<file path="config.mk">
export PLATFORM = sky130hd
export DESIGN_NAME = irq_pending_ctrl
export DESIGN_NICKNAME = d
export VERILOG_FILES = /design/src/rtl/irq_pending_ctrl.sv
export SDC_FILE = /design/constraint.sdc
export NUM_CORES = 1
export LEC_CHECK = 0
export BUFFER_PORTS_ARGS = -buffer_cell sky130_fd_sc_hd__buf_2
export CELL_PAD_IN_SITES_DETAIL_PLACEMENT = 0
export CELL_PAD_IN_SITES_GLOBAL_PLACEMENT = 1
export CORE_ASPECT_RATIO = 1.25
export CORE_MARGIN = 4
export CORE_UTILIZATION = 33
export CTS_CLUSTER_SIZE = 24
export DETAILED_ROUTE_END_ITERATION = 8
export MAX_ROUTING_LAYER = met4
export PLACE_DENSITY_LB_ADDON = 0.1
export SLEW_MARGIN = 20
export SYNTH_ARGS = -nofsm -noshare
export SYNTH_HDL_FRONTEND = slang
export SYNTH_SLANG_ARGS = --single-unit
export TNS_END_PERCENT = 1
</file>
<file path="constraint.sdc">
create_clock -name clk -period 2.55 [get_ports clk]
set_input_delay 0.765 -clock clk [delete_from_list [all_inputs] [get_ports clk]]
set_output_delay 0.765 -clock clk [all_outputs]
set_load 0.01 [all_outputs]
</file>
<file path="src/rtl/irq_pending_ctrl.sv">
// Interrupt front-end: latches eight request lines into a pending register
// (per-line edge or level capture), masks them towards an external priority
// encoder, and runs the request/acknowledge/end-of-interrupt handshake with
// the CPU while holding the in-service interrupt ID.
module irq_pending_ctrl #(
  // When set, an accepted acknowledge returns straight to IDLE and eoi is ignored
  parameter bit AUTO_EOI = 1'b0
) (
  input  logic       clk,
  input  logic       rst,
  input  logic [7:0] irq_in,
  input  logic [7:0] mode_edge,
  input  logic [7:0] mask,
  output logic [7:0] pend_out,
  input  logic       enc_valid,
  input  logic [2:0] enc_code,
  output logic       irq_req,
  input  logic       irq_ack,
  output logic [2:0] irq_id,
  output logic       in_service,
  input  logic       eoi
);

  localparam logic [1:0] ST_IDLE    = 2'd0;
  localparam logic [1:0] ST_REQ     = 2'd1;
  localparam logic [1:0] ST_SERVICE = 2'd2;

  logic [7:0] prev_q;
  logic [7:0] pend_q, pend_d;
  logic [1:0] state_q, state_d;
  logic [2:0] id_q, id_d;

  logic [7:0] rise;
  logic [7:0] ack_clr;
  logic       ack_take;
  logic       eoi_take;

  // Handshake qualifiers: an ack only counts in REQ with a live encoder
  // result, and eoi only counts in SERVICE when software EOI is in use
  always_comb begin
    ack_take = (state_q == ST_REQ) && enc_valid && irq_ack;
    eoi_take = (state_q == ST_SERVICE) && eoi && !AUTO_EOI;
  end

  // Pending next-state: edge lines set on a rise and clear only on their own
  // ack (a simultaneous rise wins); level lines simply follow the input
  always_comb begin
    rise    = irq_in & ~prev_q;
    ack_clr = ack_take ? (8'h01 << enc_code) : 8'h00;
    pend_d  = (mode_edge & (rise | (pend_q & ~ack_clr)))
            | (~mode_edge & irq_in);
  end

  // Controller next-state and in-service ID capture
  always_comb begin
    state_d = state_q;
    id_d    = id_q;
    case (state_q)
      ST_IDLE: begin
        if (enc_valid) begin
          state_d = ST_REQ;
        end
      end
      ST_REQ: begin
        if (!enc_valid) begin
          state_d = ST_IDLE;
        end else if (irq_ack) begin
          id_d    = enc_code;
          state_d = AUTO_EOI ? ST_IDLE : ST_SERVICE;
        end
      end
      ST_SERVICE: begin
        if (eoi_take) begin
          state_d = ST_IDLE;
        end
      end
      default: begin
        state_d = ST_IDLE;
      end
    endcase
  end

  // State registers; prev_q tracks irq_in even in reset so that a line
  // already high when reset releases is not mistaken for a fresh edge
  always_ff @(posedge clk) begin
    prev_q <= irq_in;
    if (rst) begin
      pend_q  <= 8'h00;
      state_q <= ST_IDLE;
      id_q    <= 3'd0;
    end else begin
      pend_q  <= pend_d;
      state_q <= state_d;
      id_q    <= id_d;
    end
  end

  // Outputs: in REQ the ID tracks the encoder live so a higher-priority
  // arrival can pre-empt before the CPU acknowledges
  always_comb begin
    pend_out   = pend_q & ~mask;
    irq_req    = (state_q == ST_REQ);
    in_service = (state_q == ST_SERVICE);
    irq_id     = (state_q == ST_REQ) ? enc_code : id_q;
  end

endmodule

</file>
==> flow_summary_export.csv, run 1 <==
group,metric,value,unit
run_status,status,"finished, final reports clean",
critical_path,cp_slowest_stage_delay,0.38,ns
cts,clk_pin_slew,0.11,ns
global_routing,grt_pass1_wl,2860,um
detailed_routing,vias_per_cell,4.60,
power_and_ir_drop,power_frac_clock,0.258,
timing,min_period,2.24,ns
floorplan,die-area,3500,um^2
floorplan,ios,45,
hold_path,hold_path.class,"flop to flop",
yosys,yosysWarnings,0,
yosys,syn-cell-area,862,um^2
critical_path,critPathKind,"flop to output pin",
critical_path,cp-end-kind,"output pin",
detailed_routing,routedWlPerCell,10.8,um
finish,antennaDiodeCount,0,
timing,rsz0062_at_grt,"no",
cts,cts_tree,"yes",
timing,setup_tns,0,ns
detailed_routing,ant_nets,0,
cts,cts.sinks,21,
yosys,synth_cells,92,
finish,fin_nets,169,
cts,postCtsSetupBuffers,0,
power_and_ir_drop,swShare,0.235,
cts,cts.path.max_buffers,2,
global_routing,first_global_vias,716,
critical_path,cp.arrival,1.47,ns
critical_path,cp_max_fo,4,
floorplan,fp.coreArea,2480,um^2
power_and_ir_drop,power.density,525,nW/um^2
critical_path,path_cells,"nor2b_1 > mux2_2 > buf_2",
critical_path,crit_path_top_delay_cell,"dfxtp_1",
place,hpwl,1410,um
floorplan,die_w,53.7,um
timing,setup_viol,0,
critical_path,worstSetupStartpointType,"flop",
yosys,syn_nets,124,
yosys,ys_ff_latch,21,
cts,cts_hold_buf,0,
yosys,synthDistinctLibCells,22,
power_and_ir_drop,ir_drop,0.262,mV
critical_path,cp_top_family,"flip-flops",
cts,cts-root-buf,"clkbuf_4",
place,port_buffers,44,
detailed_routing,routed_wl,1820,um
job,max_cap_viol_count,0,
global_routing,grt_max_degree,18,
floorplan,fp.dieH,65.1,um
cts,numCtsBuffers,3,
power_and_ir_drop,comb_power_share,0.142,
timing,relSlewSlack,0.802,
cts,clock_latency,0.29,ns
place,dp_cells,165,
global_routing,gr-total-overflow,0,
timing,hold_ws,0.464,ns
detailed_routing,dr.first_iter.drc_count,9,
floorplan,num_rows,20,
detailed_routing,dr.pass1.iters,2,
finish,final_cells,169,
power_and_ir_drop,p_seq_frac,0.599,
timing,tightest_slew,0.294,ns
detailed_routing,vias,778,
timing,fin_crit_sh,0.878,
cts,ctsResizeCount,0,
floorplan,initial_core_util,0.348,
timing,slew_viol_final,0,
place,place.gp.congestion,0.594,
critical_path,worstPathRequired,1.79,ns
finish,areaGrowthSynthToFinish,30.2,%
finish,drive_gt1_frac,0.382,
yosys,ys_seq_area_frac,0.488,
power_and_ir_drop,p_leak,0.539,nW
power_and_ir_drop,p_switching,138,uW
timing,finalHoldViolCount,0,
timing,fin_skew,0.00407,ns
global_routing,grtUsageTotal,0.114,
timing,fmax,0.446,GHz
yosys,avgSynthCellArea,9.37,um^2
finish,final_util,0.453,
cts,cts_htree_levels,1,
critical_path,cp_num_buf_inv,1,
detailed_routing,drc,0,
power_and_ir_drop,p_int,451,uW
global_routing,antenna_found_initial,0,
==> Yosys cell counts (all sizes together) <==
| library cell | n | area, um^2 |
|---|---|---|
| nor3 | 1 | 5.00 |
| nand3b | 6 | 45.0 |
| nand2b | 1 | 6.26 |
| nor2b | 10 | 62.6 |
| mux2 | 3 | 33.8 |
| nand2 | 18 | 67.6 |
| or3b | 1 | 8.76 |
| o31ai | 4 | 30.0 |
| nand4b | 1 | 8.76 |
| nand3 | 1 | 5.00 |
| a21oi | 6 | 30.0 |
| nor4 | 1 | 6.26 |
| dfxtp | 21 | 420 |
| nor2 | 4 | 15.0 |
| nor4b | 2 | 17.5 |
| buf | 4 | 31.3 |
| o211ai | 4 | 35.0 |
| mux2i | 3 | 30.0 |
| clkbuf | 1 | 3.75 |
==> per-layer routing <==
layer	vias to the layer above	GRT usage	share of wire	wire length (um)
met5	-	-	0	0
met4	0	0.0575	0.010	19
met3	2	0.0204	0.077	141
met2	23	0.186	0.52	939
met1	348	0.129	0.40	720
li1	405	-	-	-
==> worst reg2reg max path, cell delays in order (launching register included) <==
cell      delay [ns]
dfxtp_1         0.34
nand4b_1        0.21
buf_4           0.21
nor4b_1         0.28
o31ai_1         0.11
==> through the flow <==
| stage | setup WS (ns) | total power [mW] | area, um^2 |
|---|---|---|---|
| after floorplan | 0.592 | 0.406 | 862 |
| after global placement | 0.469 | 0.443 | 1100 |
| after detailed placement | 0.463 | 0.446 | 1100 |
| after CTS | 0.280 | 0.606 | 1120 |
| after global routing | 0.156 | 0.629 | 1120 |
| final | 0.310 | 0.589 | 1120 |
==> placed cells by master, fill, tap and decap left out <==
cell type,instances
nand2_1,18
nand3_1,1
nor3_1,1
dfxtp_1,21
clkbuf_4,3
a21oi_1,6
mux2_2,3
buf_4,1
nand2b_1,1
nor4_1,1
o211ai_2,1
nand4b_1,1
o211ai_1,3
mux2i_1,3
clkbuf_1,1
nor4b_1,2
buf_2,44
o31ai_1,4
nor2_1,4
nor2b_1,10
or3b_1,1
nand3b_1,6
==> path summary, 6_finish.rpt <==
path                                  from   endpoint  slack (ns)  cells past startpoint
worst max-delay path            state_q[0]  irq_id[1]        0.31                      3
worst min-delay path             pend_q[4]  pend_q[4]        0.46                      2
worst max register to register  state_q[1]  pend_q[2]        1.28                      4
worst min register to register   pend_q[4]  pend_q[4]        0.46                      2
==> state kept, by name (all words and copies together) (netlist names) <==
name and count:
id_q 3, pend_q 8, prev_q 8, state_q 2
==> kinds of logic after synthesis <==
family | share of synthesized area
buffers and inverters | 0.0406
AO/OA/AOI/OAI | 0.110
multiplexers | 0.0740
flip-flops | 0.488
AND/OR/NAND/NOR | 0.287
==> cell type report <==
class | instances | area, um^2
clock buffers | 4 | 26.3
flip-flops and latches | 21 | 420
repair buffers | 45 | 228
fillers | 263 | 1360
well taps | 33 | 41.3
multi-input cells | 66 | 407
==> power by group through the flow <==
stage          sequential (mW)  combinational, mW  clock (mW)
2_1_floorplan            0.359             0.0471           0
3_3_place_gp             0.360             0.0832           0
3_5_place_dp             0.361             0.0854           0
4_1_cts                  0.353             0.0858       0.166
5_1_grt                  0.355             0.0952       0.179
6_report                 0.353             0.0839       0.152
(Power assumes the default switching activity.)
==> inputs of run 2 (changes only) <==
--- a/config.mk
+++ b/config.mk
@@ -15,6 +15,7 @@
 export DETAILED_ROUTE_END_ITERATION = 8
 export MAX_ROUTING_LAYER = met4
 export PLACE_DENSITY_LB_ADDON = 0.1
+export REMOVE_ABC_BUFFERS = 1
 export SLEW_MARGIN = 20
 export SYNTH_ARGS = -nofsm -noshare
 export SYNTH_HDL_FRONTEND = slang
==> run 2 against run 1 <==
Sequential share of layout area is the same. Power grew 0.61%. Sequential power is essentially flat. Largest power group unchanged. Critical path depth is the same. Design area is the same. Critical path type unchanged. Global-route usage shrank 0.084 points.
==> flow_summary_export.csv, run 2 (synthesized netlist as in run 1, its figures left out) <==
group,metric,value,unit
run_status,status,"finished, final reports clean",
critical_path,crit_path_end,"irq_id[1]",
critical_path,path_cells,"nor2b_1 > mux2_2 > buf_2",
hold_path,hold_path.class,"flop to flop",
finish,layout_common_cells,"buf_2, dfxtp_1, nand2_1",
finish,final_util,0.453,
detailed_routing,ant_nets,0,
finish,fillers,272,
place,port_buffers,44,
finish,areaGrowthSynthToFinish,30.2,%
timing,rsz0062_at_grt,"no",
critical_path,regToRegEndpoint,"pend_q[4]",
critical_path,worstPathRequired,1.79,ns
critical_path,ff2ff_setup_slack,1.24,ns
critical_path,cp_max_fo,4,
timing,slew_viol_final,0,
timing,fin_crit_sh,0.883,
power_and_ir_drop,p_leak,0.539,nW
finish,fin_nets,169,
floorplan,num_rows,20,
floorplan,die_w,53.7,um
global_routing,grt_pass1_wl,2750,um
floorplan,fp.dieH,65.1,um
detailed_routing,drc,0,
cts,clock_latency,0.30,ns
critical_path,cp.arrival,1.49,ns
timing,fin_skew,0.00573,ns
detailed_routing,vias_per_cell,4.54,
critical_path,rr_worst_depth,3,
cts,cts_htree_levels,1,
floorplan,ios,45,
timing,setup_viol,0,
place,hpwl,1400,um
cts,cts_hold_buf,0,
cts,ctsResizeCount,0,
floorplan,die-area,3500,um^2
detailed_routing,vias,768,
finish,largestRegisters,"pend_q (8), prev_q (8), id_q (3)",
cts,cts_tree,"yes",
global_routing,grt_max_degree,18,
global_routing,first_global_vias,682,
detailed_routing,routed_wl,1800,um
finish,multiInputGateArea,407,um^2
critical_path,critPathKind,"flop to output pin",
place,place.gp.congestion,0.630,
cts,clk_pin_slew,0.10,ns
power_and_ir_drop,ir_drop,0.322,mV
power_and_ir_drop,power.density,528,nW/um^2
finish,antennaDiodeCount,0,
critical_path,worstSetupStartpointType,"flop",
cts,postCtsSetupBuffers,0,
critical_path,worstSetupStartpoint,"state_q[0]",
detailed_routing,dr.first_iter.drc_count,8,
floorplan,fp.coreArea,2480,um^2
global_routing,gr-total-overflow,0,
timing,relSlewSlack,0.758,
floorplan,initial_core_util,0.348,
cts,numCtsBuffers,3,
cts,cts.path.max_buffers,2,
finish,final_common_cell,"buf_2",
cts,cts-root-buf,"clkbuf_4",
cts,cts.sinks,21,
finish,register_area,420,um^2
detailed_routing,dr.pass1.iters,4,
timing,min_period,2.25,ns
timing,tightest_slew,0.358,ns
critical_path,cp_slowest_stage_delay,0.38,ns
critical_path,r2r-start,"state_q[1]",
timing,fmax,0.444,GHz
critical_path,crit_path_top_delay_cell,"dfxtp_1",
timing,setup_tns,0,ns
job,max_cap_viol_count,0,
finish,drive_gt1_frac,0.382,
global_routing,antenna_found_initial,0,
global_routing,grtUsageTotal,0.113,
critical_path,cp-end-kind,"output pin",
timing,finalHoldViolCount,0,
detailed_routing,routedWlPerCell,10.6,um
## run 2: cell counts in the layout (fill, tap and decap cells not counted)
Identical to the previous run, type by type.
## run 2: power breakdown
| part | switching (mW) | internal (mW) |
|---|---|---|
| Sequential | 0.00678 | 0.346 |
| Combinational | 0.0394 | 0.0439 |
| Clock | 0.0953 | 0.0610 |
| Total | 0.141 | 0.451 |
## run 2: worst min-delay path by stage
stage | startpoint | to | slack (ns) | depth (start not counted)
5_1_grt | pend_q[0] | pend_q[0] | 0.48 | 2
4_1_cts | pend_q[0] | pend_q[0] | 0.46 | 2
3_5_place_dp | pend_q[0] | pend_q[0] | 0.45 | 2
2_1_floorplan | pend_q[0] | pend_q[0] | 0.43 | 2
6_report | pend_q[6] | pend_q[6] | 0.46 | 2
3_3_place_gp | pend_q[2] | pend_q[2] | 0.44 | 2
## run 2: per-layer routing
metal | wire (um) | track usage
met1 | 793 | 0.129
met2 | 798 | 0.168
met3 | 144 | 0.0227
met4 | 61 | 0.0863
met5 | 0 | -
## run 2: layout make-up
type                            instances  area share
Sequential cell                        21       0.375
Tap cell                               33      0.0368
Clock buffer                            4      0.0234
Multi-Input combinational cell         66       0.362
Timing Repair Buffer                   45       0.203
## run 2: worst max-delay path: cells and delay by family, from the launching register on
| kind | cells | cell delay, ns |
|---|---|---|
| flops | 1 | 0.38 |
| buf+inv | 1 | 0.14 |
| mux | 1 | 0.37 |
| simple gates | 1 | 0.30 |
## run 2: stage by stage
stage / setup WS (ns) / instance area, um^2 / hold WS (ns) / total power, mW / cells
2_1_floorplan: 0.691 / 827 / 0.431 / 0.396 / 87
3_3_place_gp: 0.473 / 1100 / 0.439 / 0.443 / 165
3_5_place_dp: 0.467 / 1100 / 0.445 / 0.445 / 165
4_1_cts: 0.273 / 1120 / 0.463 / 0.609 / 169
5_1_grt: 0.190 / 1120 / 0.485 / 0.629 / 169
6_report: 0.298 / 1120 / 0.458 / 0.592 / 169
==> inputs of run 3 (changes only) <==
--- a/config.mk
+++ b/config.mk
@@ -13,9 +13,9 @@
 export CORE_UTILIZATION = 33
 export CTS_CLUSTER_SIZE = 24
 export DETAILED_ROUTE_END_ITERATION = 8
+export GPL_TIMING_DRIVEN = 0
 export MAX_ROUTING_LAYER = met4
-export PLACE_DENSITY_LB_ADDON = 0.1
-export REMOVE_ABC_BUFFERS = 1
+export PLACE_DENSITY = 0.82
 export SLEW_MARGIN = 20
 export SYNTH_ARGS = -nofsm -noshare
 export SYNTH_HDL_FRONTEND = slang
==> run 3 against run 2 <==
Non-clock buffer count increased by 1. Clock power barely moved. Die area did not move. Combinational power is 4.6% higher. Routed wire length up 6.0%. Clock skew grew 0.0041 ns. Worst setup slack lost 0.024 ns.
==> flow_summary_export.csv, run 3 (synthesized netlist as in run 1, its figures left out) <==
group,metric,value,unit
cts,cts_tree,"yes",
floorplan,initial_core_util,0.348,
floorplan,ios,45,
detailed_routing,dr.pass1.iters,4,
finish,fillers,269,
global_routing,gr-total-overflow,0,
detailed_routing,dr.first_iter.drc_count,7,
global_routing,first_global_vias,814,
power_and_ir_drop,ir_drop,0.268,mV
cts,clk_pin_slew,0.12,ns
floorplan,fp.coreArea,2480,um^2
critical_path,cp.arrival,1.51,ns
cts,cts_htree_levels,1,
critical_path,critPathKind,"flop to output pin",
finish,fin_nets,170,
floorplan,num_rows,20,
global_routing,antenna_found_initial,0,
timing,fmax,0.439,GHz
cts,numCtsBuffers,3,
timing,fin_ws,0.274,ns
hold_path,hold_path.class,"flop to flop",
timing,fin_skew,0.00987,ns
timing,relSlewSlack,0.688,
power_and_ir_drop,power.density,528,nW/um^2
detailed_routing,routed_wl,1910,um
cts,clock_latency,0.30,ns
finish,areaGrowthSynthToFinish,31.8,%
cts,cts.path.max_buffers,2,
place,port_buffers,41,
floorplan,fp.dieH,65.1,um
critical_path,cp_max_fo,4,
detailed_routing,routedWlPerCell,11.2,um
place,hpwl,1490,um
power_and_ir_drop,p_leak,0.546,nW
timing,fin_crit_sh,0.892,
global_routing,grtUsageTotal,0.123,
run_status,status,"finished, final reports clean",
cts,cts_hold_buf,0,
timing,finalHoldViolCount,0,
finish,antennaDiodeCount,0,
timing,setup_tns,0,ns
timing,min_period,2.28,ns
place,post-place-ws,0.457,ns
detailed_routing,vias_per_cell,4.66,
critical_path,worstSetupStartpointType,"flop",
finish,drive_gt1_frac,0.387,
cts,cts-root-buf,"clkbuf_4",
detailed_routing,ant_nets,0,
cts,ctsResizeCount,0,
finish,final_common_cell,"buf_2",
cts,postCtsSetupBuffers,0,
floorplan,die_w,53.7,um
floorplan,die-area,3500,um^2
global_routing,gr-usage-met3,0.0272,
global_routing,grt_pass1_wl,3200,um
critical_path,cp-end-kind,"output pin",
place,place.gp.congestion,0.649,
timing,slew_viol_final,0,
global_routing,grt.met2_usage,0.208,
global_routing,grt_max_degree,13,
cts,cts.sinks,21,
finish,layout_common_cells,"buf_2, dfxtp_1, nand2_1",
timing,setup_viol,0,
timing,tightest_slew,0.468,ns
finish,largestRegisters,"pend_q (8), prev_q (8), id_q (3)",
detailed_routing,drc,0,
global_routing,met1_usage,0.145,
critical_path,worstPathRequired,1.79,ns
job,max_cap_viol_count,0,
timing,rsz0062_at_grt,"no",
detailed_routing,vias,792,
global_routing,busiest_layer,"met2",
==> run 3: cell type report <==
| class | count | area, um^2 | share of cell area |
|---|---|---|---|
| plain buffers | 5 | 35.0 | 0.0308 |
| clock buffers | 3 | 22.5 | 0.0198 |
| clock inverters | 1 | 5.00 | 0.00441 |
| multi-input cells | 66 | 407 | 0.358 |
| well taps | 33 | 41.3 | 0.0363 |
| flip-flops and latches | 21 | 420 | 0.370 |
| repair buffers | 41 | 205 | 0.181 |
==> run 3: stage by stage <==
stage / util / cells / power, mW / hold slack, ns / instance area [um^2]
CTS: 0.459 / 170 / 0.609 / 0.471 / 1140
floorplan: - / 92 / 0.406 / 0.431 / 862
global route: 0.459 / 170 / 0.634 / 0.484 / 1140
global placement: 0.447 / 166 / 0.446 / 0.442 / 1110
detailed placement: 0.447 / 166 / 0.450 / 0.453 / 1110
finish: 0.459 / 170 / 0.600 / 0.464 / 1140
==> run 3: worst max-delay path: stages, from the launching register on <==
cell	delay (ns)
dfxtp_1	0.39
nor2b_1	0.31
mux2_2	0.38
buf_2	0.14
==> run 3: final timing paths <==
path / depth (start not counted) / start / slack (ns) / end
worst max-delay path: 3 / state_q[0] / 0.27 / irq_id[1]
worst min-delay path: 2 / pend_q[6] / 0.46 / pend_q[6]
worst max register to register: 4 / state_q[1] / 1.34 / pend_q[7]
worst min register to register: 2 / pend_q[6] / 0.46 / pend_q[6]
==> run 3: report_power, final <==
group          total [mW]  internal (mW)  switching (mW)  leakage [nW]
Combinational      0.0871         0.0458          0.0413         0.354
Clock               0.159         0.0584           0.101        0.0177
Sequential          0.354          0.346         0.00745         0.175
Total               0.600          0.450           0.149         0.546
==> run 3: routing by layer <==
layer | vias to the layer above | share of wire
met5 | - | 0
met4 | 0 | 0.0047
met1 | 348 | 0.42
met3 | 2 | 0.094
met2 | 33 | 0.48
li1 | 409 | -
